File: src/rtl/systolic_drain_if.sv
// Stream bundle between the systolic array bottom row, the drain collector and writeback.
// The slave view belongs to the collector; master is the environment that drives it.
interface systolic_drain_if #(
  parameter int unsigned COLS      = 4,
  parameter int unsigned ACC_WIDTH = 32,
  parameter int unsigned DEPTH     = 4
);
  logic [COLS*ACC_WIDTH-1:0]     acc_in;
  logic                          row_valid;
  logic [COLS*ACC_WIDTH-1:0]     out_data;
  logic                          out_valid;
  logic                          out_ready;
  logic [$clog2(DEPTH+1)-1:0]    count;
  logic                          overflow;

  modport slave (
    input  acc_in, row_valid, out_ready,
    output out_data, out_valid, count, overflow
  );

  modport master (
    output acc_in, row_valid, out_ready,
    input  out_data, out_valid, count, overflow
  );
endinterface

File: src/rtl/systolic_drain.sv
// De-skews accumulator results leaving the bottom PE row into full rows and
// buffers them in a small FIFO presented as a valid/ready stream.
module systolic_drain #(
  parameter int unsigned COLS      = 4,
  parameter int unsigned ACC_WIDTH = 32,
  parameter int unsigned DEPTH     = 4
) (
  input  logic             clk,
  input  logic             rst_n,
  input  logic             clr,
  systolic_drain_if.slave  bus
);
  localparam int unsigned W  = COLS * ACC_WIDTH;
  localparam int unsigned PW = $clog2(DEPTH);
  localparam int unsigned CW = $clog2(DEPTH + 1);
  localparam logic [CW-1:0] FULL = CW'(DEPTH);

  logic [COLS-2:0] vld_sr;
  logic            aligned_valid;
  logic [W-1:0]    aligned_row;

  always_ff @(posedge clk or negedge rst_n) begin
    if (!rst_n) begin
      vld_sr <= '0;
    end else if (clr) begin
      vld_sr <= '0;
    end else begin
      vld_sr[0] <= bus.row_valid;
      for (int unsigned i = 1; i < COLS - 1; i++) vld_sr[i] <= vld_sr[i-1];
    end
  end

  assign aligned_valid = vld_sr[COLS-2];

  // Column j needs COLS-1-j stages so that every lane lines up with the last column.
  for (genvar j = 0; j < COLS; j++) begin : g_col
    if (j == COLS - 1) begin : g_pass
      assign aligned_row[j*ACC_WIDTH +: ACC_WIDTH] = bus.acc_in[j*ACC_WIDTH +: ACC_WIDTH];
    end else begin : g_dly
      localparam int unsigned N = COLS - 1 - j;
      logic [ACC_WIDTH-1:0] stage [N];

      always_ff @(posedge clk or negedge rst_n) begin
        if (!rst_n) begin
          for (int unsigned k = 0; k < N; k++) stage[k] <= '0;
        end else if (clr) begin
          for (int unsigned k = 0; k < N; k++) stage[k] <= '0;
        end else begin
          stage[0] <= bus.acc_in[j*ACC_WIDTH +: ACC_WIDTH];
          for (int unsigned k = 1; k < N; k++) stage[k] <= stage[k-1];
        end
      end

      assign aligned_row[j*ACC_WIDTH +: ACC_WIDTH] = stage[N-1];
    end
  end

  logic [W-1:0]    mem [DEPTH];
  logic [PW-1:0]   wr_ptr;
  logic [PW-1:0]   rd_ptr;
  logic [CW-1:0]   cnt;
  logic            ovf;
  logic            full;
  logic            pop;
  logic            push;
  logic            drop;

  assign full = (cnt == FULL);
  assign pop  = (cnt != '0) && bus.out_ready;
  // A full FIFO still accepts the arriving row when the head leaves in the same cycle.
  assign push = aligned_valid && (!full || pop);
  assign drop = aligned_valid && full && !pop;

  always_ff @(posedge clk or negedge rst_n) begin
    if (!rst_n) begin
      wr_ptr <= '0;
      rd_ptr <= '0;
      cnt    <= '0;
      ovf    <= 1'b0;
    end else if (clr) begin
      wr_ptr <= '0;
      rd_ptr <= '0;
      cnt    <= '0;
      ovf    <= 1'b0;
    end else begin
      if (push) wr_ptr <= wr_ptr + 1'b1;
      if (pop)  rd_ptr <= rd_ptr + 1'b1;
      if (push && !pop)      cnt <= cnt + 1'b1;
      else if (pop && !push) cnt <= cnt - 1'b1;
      if (drop) ovf <= 1'b1;
    end
  end

  always_ff @(posedge clk) begin
    if (push && !clr) mem[wr_ptr] <= aligned_row;
  end

  assign bus.out_valid = (cnt != '0);
  assign bus.out_data  = (cnt != '0) ? mem[rd_ptr] : '0;
  assign bus.count     = cnt;
  assign bus.overflow  = ovf;
endmodule

File: src/flat_wrapper.sv
// flat-port wrapper written by rule: the top's interface ports become plain ports
module systolic_drain_flat 
#(
  parameter int unsigned COLS      = 4,
  parameter int unsigned ACC_WIDTH = 32,
  parameter int unsigned DEPTH     = 4
)
  (clk, rst_n, clr, bus_acc_in, bus_row_valid, bus_out_ready, bus_out_data, bus_out_valid, bus_count, bus_overflow);
  systolic_drain_if #(.COLS(COLS), .ACC_WIDTH(ACC_WIDTH), .DEPTH(DEPTH)) bus_i ();
  input  logic clk;
  input  logic rst_n;
  input  logic clr;
  input wire logic [$bits(bus_i.acc_in)-1:0] bus_acc_in;
  input wire logic [$bits(bus_i.row_valid)-1:0] bus_row_valid;
  input wire logic [$bits(bus_i.out_ready)-1:0] bus_out_ready;
  output wire logic [$bits(bus_i.out_data)-1:0] bus_out_data;
  output wire logic [$bits(bus_i.out_valid)-1:0] bus_out_valid;
  output wire logic [$bits(bus_i.count)-1:0] bus_count;
  output wire logic [$bits(bus_i.overflow)-1:0] bus_overflow;
  assign bus_i.acc_in = bus_acc_in;
  assign bus_i.row_valid = bus_row_valid;
  assign bus_i.out_ready = bus_out_ready;
  assign bus_out_data = bus_i.out_data;
  assign bus_out_valid = bus_i.out_valid;
  assign bus_count = bus_i.count;
  assign bus_overflow = bus_i.overflow;
  systolic_drain #(.COLS(COLS), .ACC_WIDTH(ACC_WIDTH), .DEPTH(DEPTH)) u_core (.clk(clk), .rst_n(rst_n), .clr(clr), .bus(bus_i));
endmodule
File: config.mk
export PLATFORM = sky130hd
export DESIGN_NAME = systolic_drain_flat
export DESIGN_NICKNAME = d
export VERILOG_FILES = /design/src/rtl/systolic_drain_if.sv /design/src/rtl/systolic_drain.sv /design/src/flat_wrapper.sv
export SDC_FILE = /design/constraint.sdc
export NUM_CORES = 1
export LEC_CHECK = 0
export ABC_AREA = 1
export CAP_MARGIN = 20
export CORE_UTILIZATION = 60
export DETAILED_ROUTE_END_ITERATION = 6
export PLACE_DENSITY = 0.93
export SKIP_CTS_REPAIR_TIMING = 1
export SLEW_MARGIN = 15
export SYNTH_ARGS = -nofsm -noshare
export SYNTH_HDL_FRONTEND = slang
export SYNTH_SLANG_ARGS = --single-unit
File: constraint.sdc
create_clock -name clk -period 12.3 [get_ports clk]
set_input_delay 2.46 -clock clk [delete_from_list [all_inputs] [get_ports clk]]
set_output_delay 2.46 -clock clk [all_outputs]
set_load 0.03 [all_outputs]
* After elaboration in Yosys (flattened, before gate mapping)
Memories as Yosys holds them, arrays and structs flattened. Index checks and enable logic that the tools add are counted.
Word-level totals: bits in writable memories 512, register bits after elaboration 203, output and inout port bits 133, bits of input ports 133, memories 1, word-level logic and storage cells 50
Cells by class: mux-type cells 16, equal/unequal tests 1, reductions and logical operators 17, add/sub/neg operators 4
Memory list:
- u_core.mem | depth 4, width 128, rd ports 1, clocked after Yosys merged registers in 0, write ports 1, RTL line systolic_drain.sv:58 | logic [W-1:0] mem [DEPTH];
Operators with widths (number):
- $mux 128 | 1
- $mux 96 | 1
- $mux 64 | 1
- $mux 32 | 1
- $mux 3 | 4
- $mux 2 | 4
- $logic_and 1x1->1 | 7
- $reduce_bool 2->1 | 3
- $reduce_bool 3->1 | 2
- $add 2x1->2 const B | 2
- $logic_not 1->1 | 4
- $mux 1 | 4
- $add 3x1->3 const B | 1
- $eq 3x3->1 const B | 1
- $sub 3x1->3 const B | 1
- $logic_or 1x1->1 | 1

* Longest topological paths before layout
Gate-level depths: netlist of run 1.
depth in word-level cells 9, mapped depth 10, depth with buffers taken out 10

* Worst setup path before layout of run 1
No wires, ideal clock.
path type input-to-reg, start input clr, end memory u_core.mem[0][0] (netlist name) (enable), stages 4, slack 3.405 ns, arrival 8.278 ns, path buffers 1, setup time 0.617 ns, data required time 11.683 ns, path through buf_2 -> inv_1 -> nand3_1 -> nor2_1
Between the ends: longest elaborated chain between the ends 4
Ends and longest elaborated chain:
- from (decl) | RTL line flat_wrapper.sv:12 | input logic clr;
- $logic_not 1->1 | RTL line systolic_drain.sv:95 | if (push && !clr) mem[wr_ptr] <= aligned_row;
- $logic_and 1x1->1 | RTL line systolic_drain.sv:95
- $mux 1 | RTL line systolic_drain.sv:95
- $mux 1 (implied by the code) | RTL line systolic_drain.sv:95
- to (decl) | RTL line systolic_drain.sv:58
Every way passes these cells.

* Worst setup path after layout of run 1
start register u_core.rd_ptr[1], end output bus_out_data[9]
Between the ends: longest elaborated chain between the ends 2
Ends and longest elaborated chain:
- from (decl) | RTL line systolic_drain.sv:60 | logic [PW-1:0] rd_ptr;
- from (signal assigned) | RTL line systolic_drain.sv:87 | if (pop) rd_ptr <= rd_ptr + 1'b1;
- $mem_v2 4x128
- $mux 128 | RTL line systolic_drain.sv:99 | assign bus.out_data = (cnt != '0) ? mem[rd_ptr] : '0;
- to (decl) | RTL line flat_wrapper.sv:16 | output wire logic [$bits(bus_i.out_data)-1:0] bus_out_data;
Every way passes these cells.

==> flow_metrics.py, run 1 <==
metrics = {
    "yosys": {
        "yosys.cell_types.count": 24,
        "ys_warn_count": 0,
        "synthesis.nets": 2320,
        "yosys_register_bits": 715,
        "synthCells": 2182,
        "syn_avg_cell_area_um2": 12.3,
        "synthDominantCellAreaShare_pct": 57.4,
        "synthTopCellsByArea": "edfxtp_1 57%, dfrtp_1 19%, nor2_1 10%, o21ai_1 3.6%, inv_1 3.0%",
        "syn_area_um2": 26800,
        "ys_seq_area_share_pct": 76.4,
        "synth.largest_area_cell": "edfxtp_1",
    },
    "drt": {
        "vias": 17298,
        "drt_iter0_markers": 1823,
        "vias_per_cell": 5.64,
        "antenna_left": 0,
        "dr.pass1.iters": 6,
        "remaining_drc_errors": 0,
        "wl_per_cell_um": 20.5,
        "wirelength_um": 62800,
    },
    "floorplan": {
        "fp-row-count": 77,
        "floorplan.initialDensity_pct": 60.7,
        "core_area_um2": 44100,
        "die-area_um2": 45500,
        "ios": 266,
        "die_h_um": 213,
        "die_w_um": 213,
    },
    "cells_and_area": {
        "utilization_pct": 72.2,
        "drive_gt1_share_pct": 5.22,
        "fill_cells": 2664,
        "finalNonFillerCells": 3065,
        "syn2layout_area_growth_pct": 19.0,
        "final_common_cell": "nor2_1",
        "final_area_um2": 31900,
        "final_cell_mix": "707 x nor2_1, 512 x edfxtp_1, 263 x clkdlybuf4s50_1",
        "final_nets": 2553,
    },
    "clocking": {
        "tritoncts": "yes",
        "clock_path_buffers": 3,
        "clk_latency_ns": 0.61,
        "clk_pin_slew_ns": 0.06,
        "clockRootBuffer": "clkbuf_16",
        "clkSinkCount": 715,
        "htree_levels": 3,
        "cts_buffers": 67,
    },
    "sta": {
        "holdWs_ns": 0.455,
        "period_needed_ns": 6.66,
        "worstMarginPinSlew_ns": 1.16,
        "rsz0062_at_grt": "no",
        "max_freq_mhz": 150,
        "finalMaxSlewViolations": 0,
        "fin_crit_sh_pct": 54.2,
        "hold_violations": 0,
        "fin_skew_ns": 0.0288,
        "setup-tns-final_ns": 0,
        "worst_slack_ns": 5.64,
        "relSlewSlack_pct": 22.8,
        "setup-violations-final": 0,
    },
    "global_route": {
        "grt_max_degree": 148,
        "grt_use_total_pct": 27.7,
        "grt_pass1_wl_um": 94200,
        "antenna_found_initial": 4,
        "use_met1_pct": 33.3,
        "grt_pass1_vias": 17771,
        "busiest_layer": "met2",
        "grt_use_met3_pct": 4.85,
        "gr-total-overflow": 0,
        "met2_usage_pct": 48.2,
    },
    "worst_setup_path": {
        "crit_path_end_kind": "output pin",
        "cp_data_required_time_ns": 9.84,
        "slowest_stage": "buf_4",
        "crit_fanout": 72,
        "slowest_delay_ns": 0.91,
        "arrival_ns": 4.20,
        "crit_chain": "inv_4 > buf_4 > nor2_1 > o21ai_1 > a21oi_1 > clkdlybuf4s50_1",
        "critPathKind": "reg2out",
        "rrSetupSlack_ns": 9.27,
        "critPathLaunchType": "flip-flop",
        "reg2reg_depth": 4,
    },
    "power": {
        "p_clk_share_pct": 29.9,
        "total_power_mw": 6.71,
        "netSwitchingFraction_pct": 33.8,
        "power.density_nw_per_um2": 211,
        "ir_worst_vdd_v": 0.000165,
        "p_comb_share_pct": 30.5,
        "p_sw_mw": 2.27,
        "intPower_mw": 4.44,
        "power_frac_seq_pct": 39.6,
        "leakage_nw": 12.3,
    },
    "min_path": {
        "min-delay-path-class": "reg2reg",
        "min_path_cells": 2,
    },
    "placement": {
        "dpl_cell_area_um2": 29700,
        "dp_cells": 2937,
        "dp_worst_setup_slack_ns": 6.16,
        "portBuffers": 265,
        "dp_hpwl_um": 33700,
        "gp_congestion": 0.767,
    },
    "status": {
        "status": "complete, no violations",
    },
    "job": {
        "maxCapViolCount": 0,
    },
}
==> power groups by stage <==
stage               clock [mW]  sequential (mW)  combinational (mW)
detailed placement           0             2.71                2.01
CTS                       2.03             2.66                2.04
global placement             0             2.70                1.96
floorplan                    0             2.70                1.24
global route              2.12             2.66                2.17
finish                    2.01             2.66                2.05
==> cells in the mapped netlist <==
library cell and count:
clkbuf_2 22, dfrtp_1 203, fa_1 1, buf_1 4
nand2_2 1, nand4_1 3, nand2_1 9, nor2_1 711
o21ai_0 67, inv_2 2, buf_4 17, buf_6 12
ha_1 4, buf_2 44, a21oi_1 132, inv_1 211
o22ai_1 1, nor2_2 1, nand3_1 8, nand3_2 1
clkbuf_1 22, nand3b_1 1, o21ai_1 193, edfxtp_1 512
==> kinds of logic after synthesis <==
logic type / synth area share [%]
buffers and inverters: 5.57
flip-flops: 76.4
AO/OA/AOI/OAI: 7.35
adder cells (fa/ha/maj): 0.262
AND/OR/NAND/NOR: 10.4
==> layout make-up <==
cell class	count	area, um^2	area share [%]
sequential	715	20500	64.2
antenna	3	7.51	0.0236
inverter	213	810	2.54
tap	592	741	2.33
clock inverter	25	231	0.727
timing repair buffer	285	2830	8.89
clock buffer	99	1910	5.99
multi-input combinational	1133	4860	15.3
==> worst paths after layout <==
kind	startpoint	end
max	u_core.rd_ptr[1]	bus_out_data[9]
min	u_core.g_col[0].g_dly.stage[61]	u_core.aligned_row[29]
max reg2reg	u_core.rd_ptr[1]	u_core.rd_ptr[1]
min reg2reg	u_core.g_col[0].g_dly.stage[61]	u_core.aligned_row[29]
max in group asynchronous	rst_n	u_core.g_col[0].g_dly.stage[45]
min in group asynchronous	rst_n	u_core.g_col[2].g_dly.stage[29]
==> critical path: cells and delay by family, from the launching register on <==
| family | cells | cell delay (ns) |
|---|---|---|
| buffers and inverters | 3 | 2.27 |
| AO/OA/AOI/OAI | 2 | 0.27 |
| AND/OR/NAND/NOR | 1 | 0.14 |
| flip-flops | 1 | 0.79 |
==> sequential cells by signal, indices dropped and copies added, names as in the netlist <==
| register | count |
|---|---|
| u_core.mem | 512 |
| u_core.bus.overflow | 1 |
| u_core.g_col.g_dly.stage | 128 |
| u_core.rd_ptr | 2 |
| u_core.bus.count | 3 |
| u_core.vld_sr | 3 |
| u_core.wr_ptr | 2 |
| u_core.aligned_row | 64 |
==> layer usage <==
metal / part of all wire (%) / up-vias
met5: 0.021 / -
met2: 52 / 957
met4: 3.9 / 2
met1: 36 / 8446
li1: - / 7704
met3: 7.8 / 189
Note: power is estimated with default switching activity, not from simulation.
==> run 2, diff against run 1 <==
--- a/config.mk
+++ b/config.mk
@@ -7,9 +7,9 @@
 export LEC_CHECK = 0
 export ABC_AREA = 1
 export CAP_MARGIN = 20
-export CORE_UTILIZATION = 60
+export CORE_UTILIZATION = 51
 export DETAILED_ROUTE_END_ITERATION = 6
-export PLACE_DENSITY = 0.93
+export PLACE_DENSITY = 0.85
 export SKIP_CTS_REPAIR_TIMING = 1
 export SLEW_MARGIN = 15
 export SYNTH_ARGS = -nofsm -noshare
==> constraint.sdc (replaced) <==
create_clock -name clk -period 5.5 [get_ports clk]
set_input_delay 1.1 -clock clk [delete_from_list [all_inputs] [get_ports clk]]
set_output_delay 1.1 -clock clk [all_outputs]
set_load 0.03 [all_outputs]
==> run 2 against run 1 <==
  * Combinational power is 120% higher
  * Via count is 3.2% lower
  * Clock skew is 0.0049 ns lower
  * Global-route usage is 5.4 points lower
  * Worst setup slack worse by 4.8 ns
  * Hold slack worse by 0.0023 ns
  * Die area is 17% higher
  * Non-clock buffer count is 1 lower
  * Cell area is 0.85% higher
  * Sequential share of layout area is 0.54 points lower
  * Clock power is 130% higher
  * Utilization is 9.9 points lower
  * Critical endpoint is now bus_out_data[36]
  * Largest cell class unchanged
==> flow_metrics.py, run 2 (synthesis gave the netlist of run 1 again) <==
metrics = {
    "clocking": {
        "tritoncts": "yes",
        "clk_pin_slew_ns": 0.07,
        "clock_path_buffers": 3,
        "clk_latency_ns": 0.60,
        "htree_levels": 3,
        "clkSinkCount": 715,
        "cts_buffers": 70,
        "clockRootBuffer": "clkbuf_16",
    },
    "worst_setup_path": {
        "crit_fanout": 86,
        "critPathLaunchType": "flip-flop",
        "reg2reg_depth": 5,
        "crit_path_end_kind": "output pin",
        "critPathKind": "reg2out",
        "arrival_ns": 3.60,
        "cp_data_required_time_ns": 4.40,
    },
    "power": {
        "power.density_nw_per_um2": 471,
        "leakage_nw": 12.4,
        "ir_worst_vdd_v": 0.000381,
        "total_power_mw": 15.1,
    },
    "sta": {
        "period_needed_ns": 4.70,
        "relSlewSlack_pct": 25.6,
        "hold_violations": 0,
        "setup-violations-final": 0,
        "max_freq_mhz": 213,
        "finalMaxSlewViolations": 0,
        "worstMarginPinSlew_ns": 1.12,
        "fin_crit_sh_pct": 85.4,
        "holdWs_ns": 0.453,
        "fin_skew_ns": 0.0238,
        "rsz0062_at_grt": "no",
    },
    "cells_and_area": {
        "finalNonFillerCells": 3154,
        "utilization_pct": 62.2,
        "final_area_um2": 32100,
        "final_common_cell": "nor2_1",
        "regMostFlops": "u_core.mem",
        "final_nets": 2555,
        "seq_area_um2": 20500,
        "multi_input_area_um2": 4860,
        "fill_cells": 3690,
        "diodes": 0,
        "final_cell_mix": "707 x nor2_1, 512 x edfxtp_1, 263 x clkdlybuf4s50_1",
        "largest_register_ffs": 512,
        "drive_gt1_share_pct": 5.50,
        "syn2layout_area_growth_pct": 20.0,
    },
    "min_path": {
        "min_path_cells": 2,
        "min-delay-path-class": "reg2reg",
    },
    "job": {
        "maxCapViolCount": 0,
    },
    "floorplan": {
        "ios": 266,
        "die-area_um2": 53400,
        "die_h_um": 231,
        "core_area_um2": 51600,
        "fp-row-count": 83,
        "die_w_um": 231,
        "floorplan.initialDensity_pct": 51.9,
    },
    "drt": {
        "wirelength_um": 59300,
        "antenna_left": 0,
        "vias": 16739,
        "drt_iter0_markers": 1352,
        "remaining_drc_errors": 0,
        "dr.pass1.iters": 5,
        "vias_per_cell": 5.31,
        "wl_per_cell_um": 18.8,
    },
    "global_route": {
        "gr-total-overflow": 0,
        "grt_use_total_pct": 22.3,
        "antenna_found_initial": 0,
        "grt_max_degree": 139,
        "grt_pass1_wl_um": 90900,
        "grt_pass1_vias": 17161,
    },
    "placement": {
        "gp_congestion": 0.766,
        "dp_hpwl_um": 31100,
        "portBuffers": 265,
        "dp_cells": 3025,
        "dpl_cell_area_um2": 29900,
    },
    "status": {
        "status": "complete, no violations",
    },
}
[run 2: cell types whose count changed in the layout (fill, tap and decap cells not counted), moves of 2 or more]
cell        change
clkinvlp_4      +5
clkinv_1        +2
buf_4           -7
clkbuf_16       +3
buf_12          +8
diode_2         -3
clkbuf_1        -5
clkbuf_8        -3
clkinv_4        +3
[run 2: report_power, final]
| part | switching (mW) | leakage [nW] | total (mW) | internal, mW |
|---|---|---|---|---|
| Sequential | 0.0861 | 7.37 | 5.95 | 5.86 |
| Combinational | 3.01 | 3.91 | 4.54 | 1.54 |
| Clock | 1.97 | 1.08 | 4.64 | 2.67 |
| Total | 5.07 | 12.4 | 15.1 | 10.1 |
[run 2: path summary, 6_finish.rpt]
path | slack (ns) | end | startpoint
worst max-delay path | 0.80 | bus_out_data[36] | u_core.rd_ptr[0]
max in group asynchronous | 3.75 | u_core.g_col[0].g_dly.stage[44] | rst_n
min in group asynchronous | 0.55 | u_core.g_col[2].g_dly.stage[27] | rst_n
worst min register to register | 0.45 | u_core.aligned_row[2] | u_core.g_col[0].g_dly.stage[34]
worst max register to register | 2.92 | u_core.mem[3][90] | u_core.bus.count[1]
worst min-delay path | 0.45 | u_core.aligned_row[2] | u_core.g_col[0].g_dly.stage[34]
[run 2: through the flow]
| stage | setup slack (ns) | setup TNS (ns) |
|---|---|---|
| after CTS | 0.827 | 0 |
| final | 0.804 | 0 |
| after detailed placement | 1.51 | 0 |
| after floorplan | -2.04 | -1042.15 |
| after global placement | 1.57 | 0 |
| after global routing | 0.613 | 0 |
[run 2: cell type report]
type                    instances  share of cell area (%)
flip-flops and latches        715                    63.7
clock buffers                  94                    5.99
repair buffers                284                    9.03
well taps                     680                    2.65
inverters                     213                    2.52
clock inverters                35                   0.985
multi-input cells            1133                    15.1
[run 2: critical path: stages (launching register included)]
cell,delay [ns]
dfrtp_4,0.72
buf_4,0.77
nor2_1,0.11
nor2_1,0.12
o21ai_1,0.09
a21oi_1,0.31
clkdlybuf4s50_1,0.75
[run 2: per-layer routing]
| metal | wire length [um] | global-route usage (%) | up-vias |
|---|---|---|---|
| li1 | - | - | 7701 |
| met4 | 1620 | 9.29 | 0 |
| met1 | 23400 | 27.6 | 8232 |
| met5 | 0 | 0 | - |
| met3 | 3840 | 3.94 | 122 |
| met2 | 30400 | 38.5 | 684 |
==> run 3, diff against run 2 <==
--- a/config.mk
+++ b/config.mk
@@ -7,9 +7,9 @@
 export LEC_CHECK = 0
 export ABC_AREA = 1
 export CAP_MARGIN = 20
-export CORE_UTILIZATION = 51
+export CORE_UTILIZATION = 45
 export DETAILED_ROUTE_END_ITERATION = 6
-export PLACE_DENSITY = 0.85
+export PLACE_DENSITY = 0.78
 export SKIP_CTS_REPAIR_TIMING = 1
 export SLEW_MARGIN = 15
 export SYNTH_ARGS = -nofsm -noshare
==> run 3 against run 2 <==
  * Register-to-register slack better by 0.19 ns
  * Global-route usage is 2.4 points lower
  * Worst setup slack lost 0.12 ns
  * Sequential cell count stayed put
  * Clock skew shrank 0.011 ns
  * Non-clock buffer count up 1
  * Hold slack hardly changed
  * Critical path type unchanged
  * Largest power group unchanged
==> flow_metrics.py, run 3 (synthesis gave the netlist of run 1 again) <==
metrics = {
    "worst_setup_path": {
        "slowest_delay_ns": 1.00,
        "arrival_ns": 3.71,
        "critPathLaunchType": "flip-flop",
        "cp_data_required_time_ns": 4.40,
        "path_common_cell": "nor2_1",
        "crit_path_end_kind": "output pin",
        "crit_fanout": 71,
        "critPathKind": "reg2out",
        "crit_chain": "buf_4 > nor2_1 > nor2_1 > o21ai_1 > a21oi_1 > clkdlybuf4s50_1",
        "slowest_stage": "dfrtp_4",
    },
    "sta": {
        "setup-tns-final_ns": 0,
        "period_needed_ns": 4.81,
        "relSlewSlack_pct": 28.6,
        "hold_violations": 0,
        "max_freq_mhz": 208,
        "finalMaxSlewViolations": 0,
        "fin_crit_sh_pct": 87.5,
        "setup-violations-final": 0,
        "fin_skew_ns": 0.0133,
        "worst_slack_ns": 0.686,
        "rsz0062_at_grt": "no",
        "worstMarginPinSlew_ns": 1.07,
    },
    "cells_and_area": {
        "drive_gt1_share_pct": 5.88,
        "largest_register_ffs": 512,
        "final_nets": 2560,
        "final_area_um2": 32500,
        "regMostFlops": "u_core.mem",
        "final_cell_mix": "707 x nor2_1, 512 x edfxtp_1, 263 x clkdlybuf4s50_1",
        "utilization_pct": 55.1,
        "syn2layout_area_growth_pct": 21.2,
        "finalNonFillerCells": 3258,
        "final_common_cell": "nor2_1",
    },
    "clocking": {
        "cts_buffers": 74,
        "clockRootBuffer": "clkbuf_16",
        "tritoncts": "yes",
        "clock_path_buffers": 3,
        "clkSinkCount": 715,
        "clk_pin_slew_ns": 0.06,
        "clk_latency_ns": 0.60,
        "htree_levels": 3,
    },
    "floorplan": {
        "die_w_um": 246,
        "ios": 266,
        "die-area_um2": 60500,
        "fp-row-count": 89,
        "floorplan.initialDensity_pct": 45.5,
        "core_area_um2": 58900,
        "die_h_um": 246,
    },
    "drt": {
        "vias": 16523,
        "antenna_left": 0,
        "wl_per_cell_um": 18.3,
        "dr.pass1.iters": 7,
        "wirelength_um": 59500,
        "vias_per_cell": 5.07,
        "drt_iter0_markers": 1135,
        "remaining_drc_errors": 0,
    },
    "power": {
        "ir_worst_vdd_v": 0.000366,
        "leakage_nw": 12.5,
        "power.density_nw_per_um2": 474,
    },
    "global_route": {
        "antenna_found_initial": 2,
        "grt_pass1_vias": 17018,
        "grt_use_total_pct": 19.9,
        "grt_max_degree": 129,
        "grt_pass1_wl_um": 92000,
        "gr-total-overflow": 0,
    },
    "placement": {
        "gp_congestion": 0.762,
        "portBuffers": 265,
        "dpl_cell_area_um2": 30000,
        "dp_hpwl_um": 31100,
        "dp_cells": 3119,
        "dp_worst_setup_slack_ns": 1.34,
    },
    "status": {
        "status": "complete, no violations",
    },
    "job": {
        "maxCapViolCount": 0,
    },
    "min_path": {
        "min-delay-path-class": "in2async",
    },
}
run 3: changes by cell type in the layout (fill, tap and decap cells not counted), sizes merged:
| cell | delta |
|---|---|
| bufinv | +1 |
| inv | +3 |
| diode | +1 |
| buf | +1 |
| clkbuf | +6 |
| clkinvlp | -5 |
| clkinv | +4 |
run 3: worst paths after layout:
check | slack [ns] | depth (start not counted) | start | endpoint
worst max-delay path | 0.69 | 6 | u_core.rd_ptr[0] | bus_out_data[49]
max in group asynchronous | 3.91 | 2 | rst_n | u_core.g_col[0].g_dly.stage[66]
min in group clk | 0.45 | 2 | u_core.g_col[0].g_dly.stage[77] | u_core.g_col[0].g_dly.stage[45]
worst min-delay path | 0.45 | 1 | rst_n | u_core.g_col[2].g_dly.stage[25]
worst max register to register | 3.11 | 5 | u_core.bus.count[1] | u_core.mem[3][51]
worst min register to register | 0.45 | 2 | u_core.g_col[0].g_dly.stage[77] | u_core.g_col[0].g_dly.stage[45]
run 3: critical path, delay by kind of cell (launching register included):
family / cells / cell delay, ns
compound gates: 2 / 0.37
buf+inv: 2 / 1.41
flops: 1 / 1.00
simple gates: 2 / 0.21
run 3: final cells by class:
| class | count | area (um^2) |
|---|---|---|
| Multi-Input combinational cell | 1133 | 4860 |
| Fill cell | 4597 | 26500 |
| Inverter | 213 | 812 |
| Clock inverter | 38 | 365 |
| Antenna cell | 1 | 2.50 |
| Clock buffer | 100 | 2040 |
| Timing Repair Buffer | 285 | 2950 |
| Sequential cell | 715 | 20500 |
| Tap cell | 773 | 967 |
run 3: stage by stage:
step | total power [mW] | hold slack [ns]
2_1_floorplan | 8.80 | 0.434
3_3_place_gp | 10.6 | 0.435
3_5_place_dp | 10.6 | 0.443
4_1_cts | 15.6 | 0.457
5_1_grt | 16.0 | 0.472
6_report | 15.4 | 0.452
run 3: power by group:
part	internal (mW)	switching, mW
Clock	2.86	2.03
Combinational	1.54	2.98
Sequential	5.87	0.116
Total	10.3	5.12
run 3: routing by layer:
| layer | GRT usage (%) | up-vias | routed length [um] |
|---|---|---|---|
| met4 | 8.35 | 0 | 1810 |
| met5 | 0 | - | 0 |
| met3 | 2.80 | 121 | 3010 |
| met1 | 23.8 | 8150 | 23800 |
| li1 | - | 7730 | - |
| met2 | 35.8 | 522 | 30900 |
